### config.mk
export PLATFORM = sky130hd
export DESIGN_NAME = alu_mul_sequencer_flat
export DESIGN_NICKNAME = d
export VERILOG_FILES = /design/src/rtl/alu_pkg.sv /design/src/rtl/alu_mul_sequencer_if.sv /design/src/rtl/alu_mul_sequencer.sv /design/src/flat_wrapper.sv
export SDC_FILE = /design/constraint.sdc
export NUM_CORES = 1
export LEC_CHECK = 0
export BUFFER_PORTS_ARGS = -buffer_cell sky130_fd_sc_hd__buf_2
export CAP_MARGIN = 20
export CORE_MARGIN = 1.5
export CORE_UTILIZATION = 46
export DETAILED_ROUTE_END_ITERATION = 7
export GPL_TIMING_DRIVEN = 0
export PLACE_DENSITY_LB_ADDON = 0.3
export SYNTH_ARGS = -nofsm -noshare
export SYNTH_HDL_FRONTEND = slang
export SYNTH_SLANG_ARGS = --single-unit
### constraint.sdc
create_clock -name clk -period 2.5 [get_ports clk]
set_input_delay 0.25 -clock clk [delete_from_list [all_inputs] [get_ports clk]]
set_output_delay 0.25 -clock clk [all_outputs]
set_load 0.1 [all_outputs]
### src/rtl/alu_pkg.sv
// Shared ALU definitions: opcode encodings, default width and the
// multiplier sequencer state type.
package alu_pkg;

  localparam int unsigned ALU_W = 64;

  localparam logic [3:0] ALU_AND = 4'b0000;
  localparam logic [3:0] ALU_OR  = 4'b0001;
  localparam logic [3:0] ALU_ADD = 4'b0010;
  localparam logic [3:0] ALU_SUB = 4'b0110;
  localparam logic [3:0] ALU_NOR = 4'b1100;
  localparam logic [3:0] ALU_SLL = 4'b1111;

  typedef enum logic [1:0] {
    IDLE  = 2'd0,
    ADD   = 2'd1,
    SHIFT = 2'd2,
    DONE  = 2'd3
  } mul_state_t;

endpackage

### src/rtl/alu_mul_sequencer_if.sv
// Borrowed-ALU bus: request/grant handshake plus operands, opcode, result.
// master = the block driving the ALU, slave = arbiter/ALU side.
interface alu_mul_sequencer_if #(
  parameter int WIDTH = 64
);

  logic             alu_req;
  logic             alu_gnt;
  logic [WIDTH-1:0] alu_a;
  logic [WIDTH-1:0] alu_b;
  logic [3:0]       alu_op;
  logic [WIDTH-1:0] alu_result;

  modport master (
    output alu_req,
    output alu_a,
    output alu_b,
    output alu_op,
    input  alu_gnt,
    input  alu_result
  );

  modport slave (
    input  alu_req,
    input  alu_a,
    input  alu_b,
    input  alu_op,
    output alu_gnt,
    output alu_result
  );

endinterface

### src/rtl/alu_mul_sequencer.sv
// Shift-and-add unsigned multiplier borrowing the shared ALU per cycle.
// Ports: clk, reset (sync, high), start/op_a/op_b in, busy/done/product out, alu bus (master).
module alu_mul_sequencer
  import alu_pkg::*;
#(
  parameter int         WIDTH  = ALU_W,
  parameter logic [3:0] OP_ADD = ALU_ADD,
  parameter logic [3:0] OP_SLL = ALU_SLL
) (
  input  logic                 clk,
  input  logic                 reset,
  input  logic                 start,
  input  logic [WIDTH-1:0]     op_a,
  input  logic [WIDTH-1:0]     op_b,
  output logic                 busy,
  output logic                 done,
  output logic [WIDTH-1:0]     product,
  alu_mul_sequencer_if.master  alu
);

  localparam int CW = $clog2(WIDTH);

  mul_state_t state_q, state_d;

  logic [WIDTH-1:0] acc_q, acc_d;
  logic [WIDTH-1:0] mcand_q, mcand_d;
  logic [WIDTH-1:0] mplier_q, mplier_d;
  logic [WIDTH-1:0] product_q, product_d;
  logic [CW-1:0]    cnt_q, cnt_d;

  logic [WIDTH-1:0] mplier_sh;
  logic             last_shift;

  assign mplier_sh  = mplier_q >> 1;
  // Stop once no multiplier bits remain, or after the last bit position.
  assign last_shift = (mplier_sh == '0) ||
                      (cnt_q == CW'(WIDTH - 1));

  // FSM
  always_ff @(posedge clk) begin
    if (reset) begin
      state_q <= IDLE;
    end else begin
      state_q <= state_d;
    end
  end

  always_comb begin
    state_d = state_q;
    unique case (state_q)
      IDLE: begin
        if (start) begin
          if (op_b == '0) begin
            state_d = DONE;
          end else if (op_b[0]) begin
            state_d = ADD;
          end else begin
            state_d = SHIFT;
          end
        end
      end
      ADD: begin
        if (alu.alu_gnt) begin
          state_d = SHIFT;
        end
      end
      SHIFT: begin
        if (alu.alu_gnt) begin
          if (last_shift) begin
            state_d = DONE;
          end else if (mplier_q[1]) begin
            state_d = ADD;
          end else begin
            state_d = SHIFT;
          end
        end
      end
      DONE: begin
        state_d = IDLE;
      end
      default: begin
        state_d = IDLE;
      end
    endcase
  end

  // Datapath
  always_ff @(posedge clk) begin
    if (reset) begin
      acc_q     <= '0;
      mcand_q   <= '0;
      mplier_q  <= '0;
      cnt_q     <= '0;
      product_q <= '0;
    end else begin
      acc_q     <= acc_d;
      mcand_q   <= mcand_d;
      mplier_q  <= mplier_d;
      cnt_q     <= cnt_d;
      product_q <= product_d;
    end
  end

  always_comb begin
    acc_d    = acc_q;
    mcand_d  = mcand_q;
    mplier_d = mplier_q;
    cnt_d    = cnt_q;
    unique case (state_q)
      IDLE: begin
        if (start) begin
          acc_d    = '0;
          mcand_d  = op_a;
          mplier_d = op_b;
          cnt_d    = '0;
        end
      end
      ADD: begin
        if (alu.alu_gnt) begin
          acc_d = alu.alu_result;
        end
      end
      SHIFT: begin
        if (alu.alu_gnt) begin
          mcand_d  = alu.alu_result;
          mplier_d = mplier_sh;
          cnt_d    = cnt_q + CW'(1);
        end
      end
      default: begin
      end
    endcase
    // Capture on entry to DONE so product is valid alongside the pulse.
    product_d = (state_d == DONE) ? acc_d : product_q;
  end

  // ALU drive
  always_comb begin
    alu.alu_req = 1'b0;
    alu.alu_a   = '0;
    alu.alu_b   = '0;
    alu.alu_op  = OP_ADD;
    unique case (state_q)
      ADD: begin
        alu.alu_req = 1'b1;
        alu.alu_a   = acc_q;
        alu.alu_b   = mcand_q;
        alu.alu_op  = OP_ADD;
      end
      SHIFT: begin
        alu.alu_req = 1'b1;
        alu.alu_a   = mcand_q;
        alu.alu_b   = WIDTH'(1);
        alu.alu_op  = OP_SLL;
      end
      default: begin
      end
    endcase
  end

  assign busy    = (state_q != IDLE);
  assign done    = (state_q == DONE);
  assign product = product_q;

endmodule

### src/flat_wrapper.sv
// flat-port wrapper written by rule: the top's interface ports become plain ports
module alu_mul_sequencer_flat import alu_pkg::*;
#(
  parameter int         WIDTH  = ALU_W,
  parameter logic [3:0] OP_ADD = ALU_ADD,
  parameter logic [3:0] OP_SLL = ALU_SLL
)
  (clk, reset, start, op_a, op_b, busy, done, product, alu_alu_req, alu_alu_a, alu_alu_b, alu_alu_op, alu_alu_gnt, alu_alu_result);
  alu_mul_sequencer_if #(.WIDTH(WIDTH)) alu_i ();
  input  logic clk;
  input  logic reset;
  input  logic start;
  input  logic [WIDTH-1:0] op_a;
  input  logic [WIDTH-1:0] op_b;
  output logic busy;
  output logic done;
  output logic [WIDTH-1:0] product;
  output wire logic [$bits(alu_i.alu_req)-1:0] alu_alu_req;
  output wire logic [$bits(alu_i.alu_a)-1:0] alu_alu_a;
  output wire logic [$bits(alu_i.alu_b)-1:0] alu_alu_b;
  output wire logic [$bits(alu_i.alu_op)-1:0] alu_alu_op;
  input wire logic [$bits(alu_i.alu_gnt)-1:0] alu_alu_gnt;
  input wire logic [$bits(alu_i.alu_result)-1:0] alu_alu_result;
  assign alu_alu_req = alu_i.alu_req;
  assign alu_alu_a = alu_i.alu_a;
  assign alu_alu_b = alu_i.alu_b;
  assign alu_alu_op = alu_i.alu_op;
  assign alu_i.alu_gnt = alu_alu_gnt;
  assign alu_i.alu_result = alu_alu_result;
  alu_mul_sequencer #(.WIDTH(WIDTH), .OP_ADD(OP_ADD), .OP_SLL(OP_SLL)) u_core (.clk(clk), .reset(reset), .start(start), .op_a(op_a), .op_b(op_b), .busy(busy), .done(done), .product(product), .alu(alu_i));
endmodule
==> flow_metrics.tcl <==
set metrics [dict create \
    cell_internal_pwr_mw 13.2 \
    cts.hold.buffers_added 0 \
    r2r-end "u_core.product[7]" \
    tritoncts.num_buffers 28 \
    routed_wirelength_microns 48500 \
    dp_hpwl_microns 32100 \
    synth-edff-count 0 \
    timing.final.hold_violations 0 \
    fin_skew_ps 11.6 \
    grt_max_degree 15 \
    crit_required_ps 2930 \
    viasPerCell 6.01 \
    clk_latency_ps 540 \
    drt_first_iter_violations 957 \
    static-leakage-power_nw 8.03 \
    status "complete, no violations" \
    wire_length_of_the_first_global_routing_pass_microns 69800 \
    synth_seq_cells 263 \
    finalCritPeriodShare_pct 99.7 \
    synthToLayoutAreaGrowth_pct 52.6 \
    critical_path_peak_fanout 5 \
    worstPathArrival_ps 2920 \
    routed_wire_length_per_instance_microns 23.7 \
    hold_class "in -> reg" \
    net_count_after_synthesis 1458 \
    sw_frac_of_total_pct 46.2 \
    cts_root_buffer "sky130_fd_sc_hd__clkbuf_16" \
    synth_area_leaders "sky130_fd_sc_hd__dfxtp_1, sky130_fd_sc_hd__mux2i_1, sky130_fd_sc_hd__a211oi_1, sky130_fd_sc_hd__nor2_1, sky130_fd_sc_hd__a22o_1" \
    synth.top_cell.area_share_pct 44.1 \
    start_util_pct 47.2 \
    rsz0062_at_grt "yes" \
    syn-instance-count 1257 \
    cts_num_sinks 263 \
    worst_ir_drop_vdd_mv 0.768 \
    number_of_buffers_added_on_ports 392 \
    ys_types 38 \
    antenna_found_initial 1 \
    post_synth.cell_area_avg_sq_um 9.51 \
    min-delay-start "alu_alu_result[59]" \
    setup_violations_final 0 \
    die_width_microns 164 \
    synth_top_flop_cell "sky130_fd_sc_hd__dfxtp_1" \
    layout.cell_area.non_filler_sq_um 18200 \
    worst_setup_hold_path_clk_slew_ps 70 \
    p_switching_mw 11.4 \
    slew_viol_final 0 \
    final_cells 2045 \
    dp.cells 1979 \
    grtUsageTotal_pct 33.6 \
    synth-async-reset-ratio_pct 0 \
    share_of_post_route_cells_with_drive_strength_above_1_pct 42.4 \
    cts_tree "done" \
    worstMarginPinSlew_ps 821 \
    power_frac_clock_pct 19.9 \
    timing.critical_path.from_type "register" \
    num_rows 58 \
    timing_worst_setup_path_type "reg -> reg" \
    detail-route-antenna-nets 0 \
    cell_area_synth_sq_um 12000 \
    timing.reg2reg.setup_slack_ps 8 \
    finalCoreUtilization_pct 72.0 \
    library_cell_occupying_the_most_area_in_the_post_synthesis_netlist "sky130_fd_sc_hd__dfxtp_1" \
    synth_seq_area_share_pct 44.1 \
    slew_headroom_pct 45.2 \
    fmax_mhz 401 \
    yosysWarnings 0 \
    layout_min_cycle_time_ps 2490 \
    antenna_cells_inserted 0 \
    finalNetCount 1894 \
    die_area_sq_um 27000 \
    cts_max_path_buffers 3 \
    drt_drc_violations_left 0 \
    dieHeight_microns 164 \
    grt_remaining_overflow 0 \
    firstDrtPassIters 5 \
    first_global_vias 12100 \
    maxCapViolCount 0 \
    placed_area_sq_um 15000 \
    vias 12300 \
    gp_routability_congestion 0.937 \
    core_area_sq_um 25300 \
    hold-path-cell-count 3 \
    pin_count 395 \
    rr_worst_depth 9 \
    power-per-cell-area_nw_per_um2 1350 \
    power_frac_comb_pct 52.7 \
    share_seq_of_total_power_pct 27.4 \
    hold_path_end "u_core.acc_q[59]" \
    setup.worst_path.end_class "register" \
    htreeDepth 1 \
    worst_r2r_startpoint "u_core.mplier_q[34]" \
]
-- power by group through the flow --
stage	Combinational (mW)	Sequential [mW]	Clock [mW]
finish	13.0	6.75	4.89
global route	13.6	6.86	5.06
CTS	11.8	6.56	4.88
detailed placement	10.7	6.60	0
global placement	10.6	6.57	0
floorplan	7.76	6.62	0
-- area by class of cell --
type | count | area, sq um
Sequential cell | 263 | 5280
Inverter | 4 | 17.5
Fill cell | 1760 | 7100
Clock inverter | 17 | 292
Tap cell | 330 | 413
Timing Repair Buffer | 411 | 3670
Buffer | 117 | 764
Clock buffer | 35 | 788
Multi-Input combinational cell | 868 | 7000
-- cells in the final DEF, fill, tap and decap left out, types with 22 or more instances in the layout --
master	netlist	layout
sky130_fd_sc_hd__mux2_2	35	24
sky130_fd_sc_hd__nor2_1	201	200
sky130_fd_sc_hd__and3_2	0	59
sky130_fd_sc_hd__a22o_4	0	59
sky130_fd_sc_hd__a22oi_1	65	65
sky130_fd_sc_hd__buf_4	3	23
sky130_fd_sc_hd__dfxtp_1	263	255
sky130_fd_sc_hd__clkbuf_2	0	30
sky130_fd_sc_hd__buf_8	0	61
sky130_fd_sc_hd__nor2b_1	68	67
sky130_fd_sc_hd__nor4_1	32	22
sky130_fd_sc_hd__mux2_1	30	24
sky130_fd_sc_hd__mux2i_1	126	126
sky130_fd_sc_hd__clkbuf_1	95	41
sky130_fd_sc_hd__buf_12	0	57
sky130_fd_sc_hd__a211oi_1	127	126
sky130_fd_sc_hd__clkbuf_16	0	35
sky130_fd_sc_hd__buf_2	1	267
-- metrics by stage --
stage,total power [mW],TNS [ps],hold WS [ps],setup slack (ps)
after floorplan,14.4,-6570,439,-48.5
after global placement,17.1,-113160,473,-601
after detailed placement,17.3,-122050,476,-600
after CTS,23.2,-2020,4.03,-61.1
after global routing,25.5,-497,34.1,-34.3
final,24.6,0,28.2,8.03
-- critical path, stage by stage (launching register included) --
cell and delay [ps]:
sky130_fd_sc_hd__dfxtp_4 360, sky130_fd_sc_hd__nor4_4 280, sky130_fd_sc_hd__nand4_1 260, sky130_fd_sc_hd__nor4_4 360, sky130_fd_sc_hd__o221ai_2 160, sky130_fd_sc_hd__nor3_4 170
sky130_fd_sc_hd__buf_12 150, sky130_fd_sc_hd__buf_12 150, sky130_fd_sc_hd__clkbuf_16 160, sky130_fd_sc_hd__mux2_1 330
-- worst max path at each step --
stage | startpoint | endpoint | slack, ps | depth (start not counted)
detailed placement | u_core.state_q[1] | alu_alu_b[17] | -600 | 6
CTS | u_core.state_q[1] | alu_alu_b[17] | -60 | 6
floorplan | u_core.state_q[1] | u_core.mcand_q[54] | -50 | 9
finish | u_core.mplier_q[34] | u_core.product[7] | 8 | 9
global placement | u_core.state_q[1] | alu_alu_b[17] | -600 | 6
global route | u_core.mplier_q[34] | u_core.product[35] | -30 | 9
-- logic make-up (layout without fill, tap and decap cells) --
| group | count (synthesis) | after routing | share of synthesized area [%] |
|---|---|---|---|
| xor gates and xnor gates | 4 | 4 | 0.293 |
| and+or+nand+nor | 398 | 400 | 16.5 |
| adders and majority gates | 5 | 5 | 0.524 |
| AOI/OAI and AO/OA | 267 | 267 | 17.4 |
| other | 1 | 1 | 0.0314 |
| DFF | 263 | 263 | 44.1 |
| buffers and inverters | 128 | 584 | 4.50 |
| muxes | 191 | 191 | 16.7 |
-- sequential cells by signal, summed over array words and instances (netlist names) --
name / cells
u_core.mcand_q: 64
u_core.state_q: 2
u_core.cnt_q: 6
u_core.product: 64
u_core.mplier_q: 63
u_core.acc_q: 64
-- per-layer routing --
metal / routed length [microns] / vias to the layer above / GRT usage [%]
met3: 4010 / 132 / 8.11
met1: 19100 / 5995 / 41.1
met5: 0 / - / 0
met2: 23400 / 693 / 55.9
met4: 1910 / 0 / 15.0
li1: - / 5478 / -
-- synth_stat cells (2+ instances only) --
cell type	n
sky130_fd_sc_hd__a21oi_1	4
sky130_fd_sc_hd__nor3_1	6
sky130_fd_sc_hd__ha_1	5
sky130_fd_sc_hd__nand4_1	10
sky130_fd_sc_hd__nand2_1	7
sky130_fd_sc_hd__buf_4	3
sky130_fd_sc_hd__and3_1	63
sky130_fd_sc_hd__nand3_1	3
sky130_fd_sc_hd__mux2_1	30
sky130_fd_sc_hd__clkbuf_1	95
sky130_fd_sc_hd__dfxtp_1	263
sky130_fd_sc_hd__mux2i_1	126
sky130_fd_sc_hd__nor2b_1	68
sky130_fd_sc_hd__buf_1	19
sky130_fd_sc_hd__a22oi_1	65
sky130_fd_sc_hd__nor4_1	32
sky130_fd_sc_hd__a22o_1	63
sky130_fd_sc_hd__inv_1	4
sky130_fd_sc_hd__a21o_1	2
sky130_fd_sc_hd__buf_6	6
sky130_fd_sc_hd__and2_1	3
sky130_fd_sc_hd__xor2_1	3
sky130_fd_sc_hd__o21ai_0	2
sky130_fd_sc_hd__a211oi_1	127
sky130_fd_sc_hd__mux2_2	35
sky130_fd_sc_hd__nor2_1	201
-- timing repair --
| action | 4_1_cts | 5_1_grt |
|---|---|---|
| pin swaps | 4 | 14 |
| endpoints found under the setup margin | 380 | 303 |
| resized for setup | 498 | 87 |
| cloned | 2 | 6 |
| setup buffers | 2 | 11 |
No activity file was read; power rests on OpenSTA's default activity.
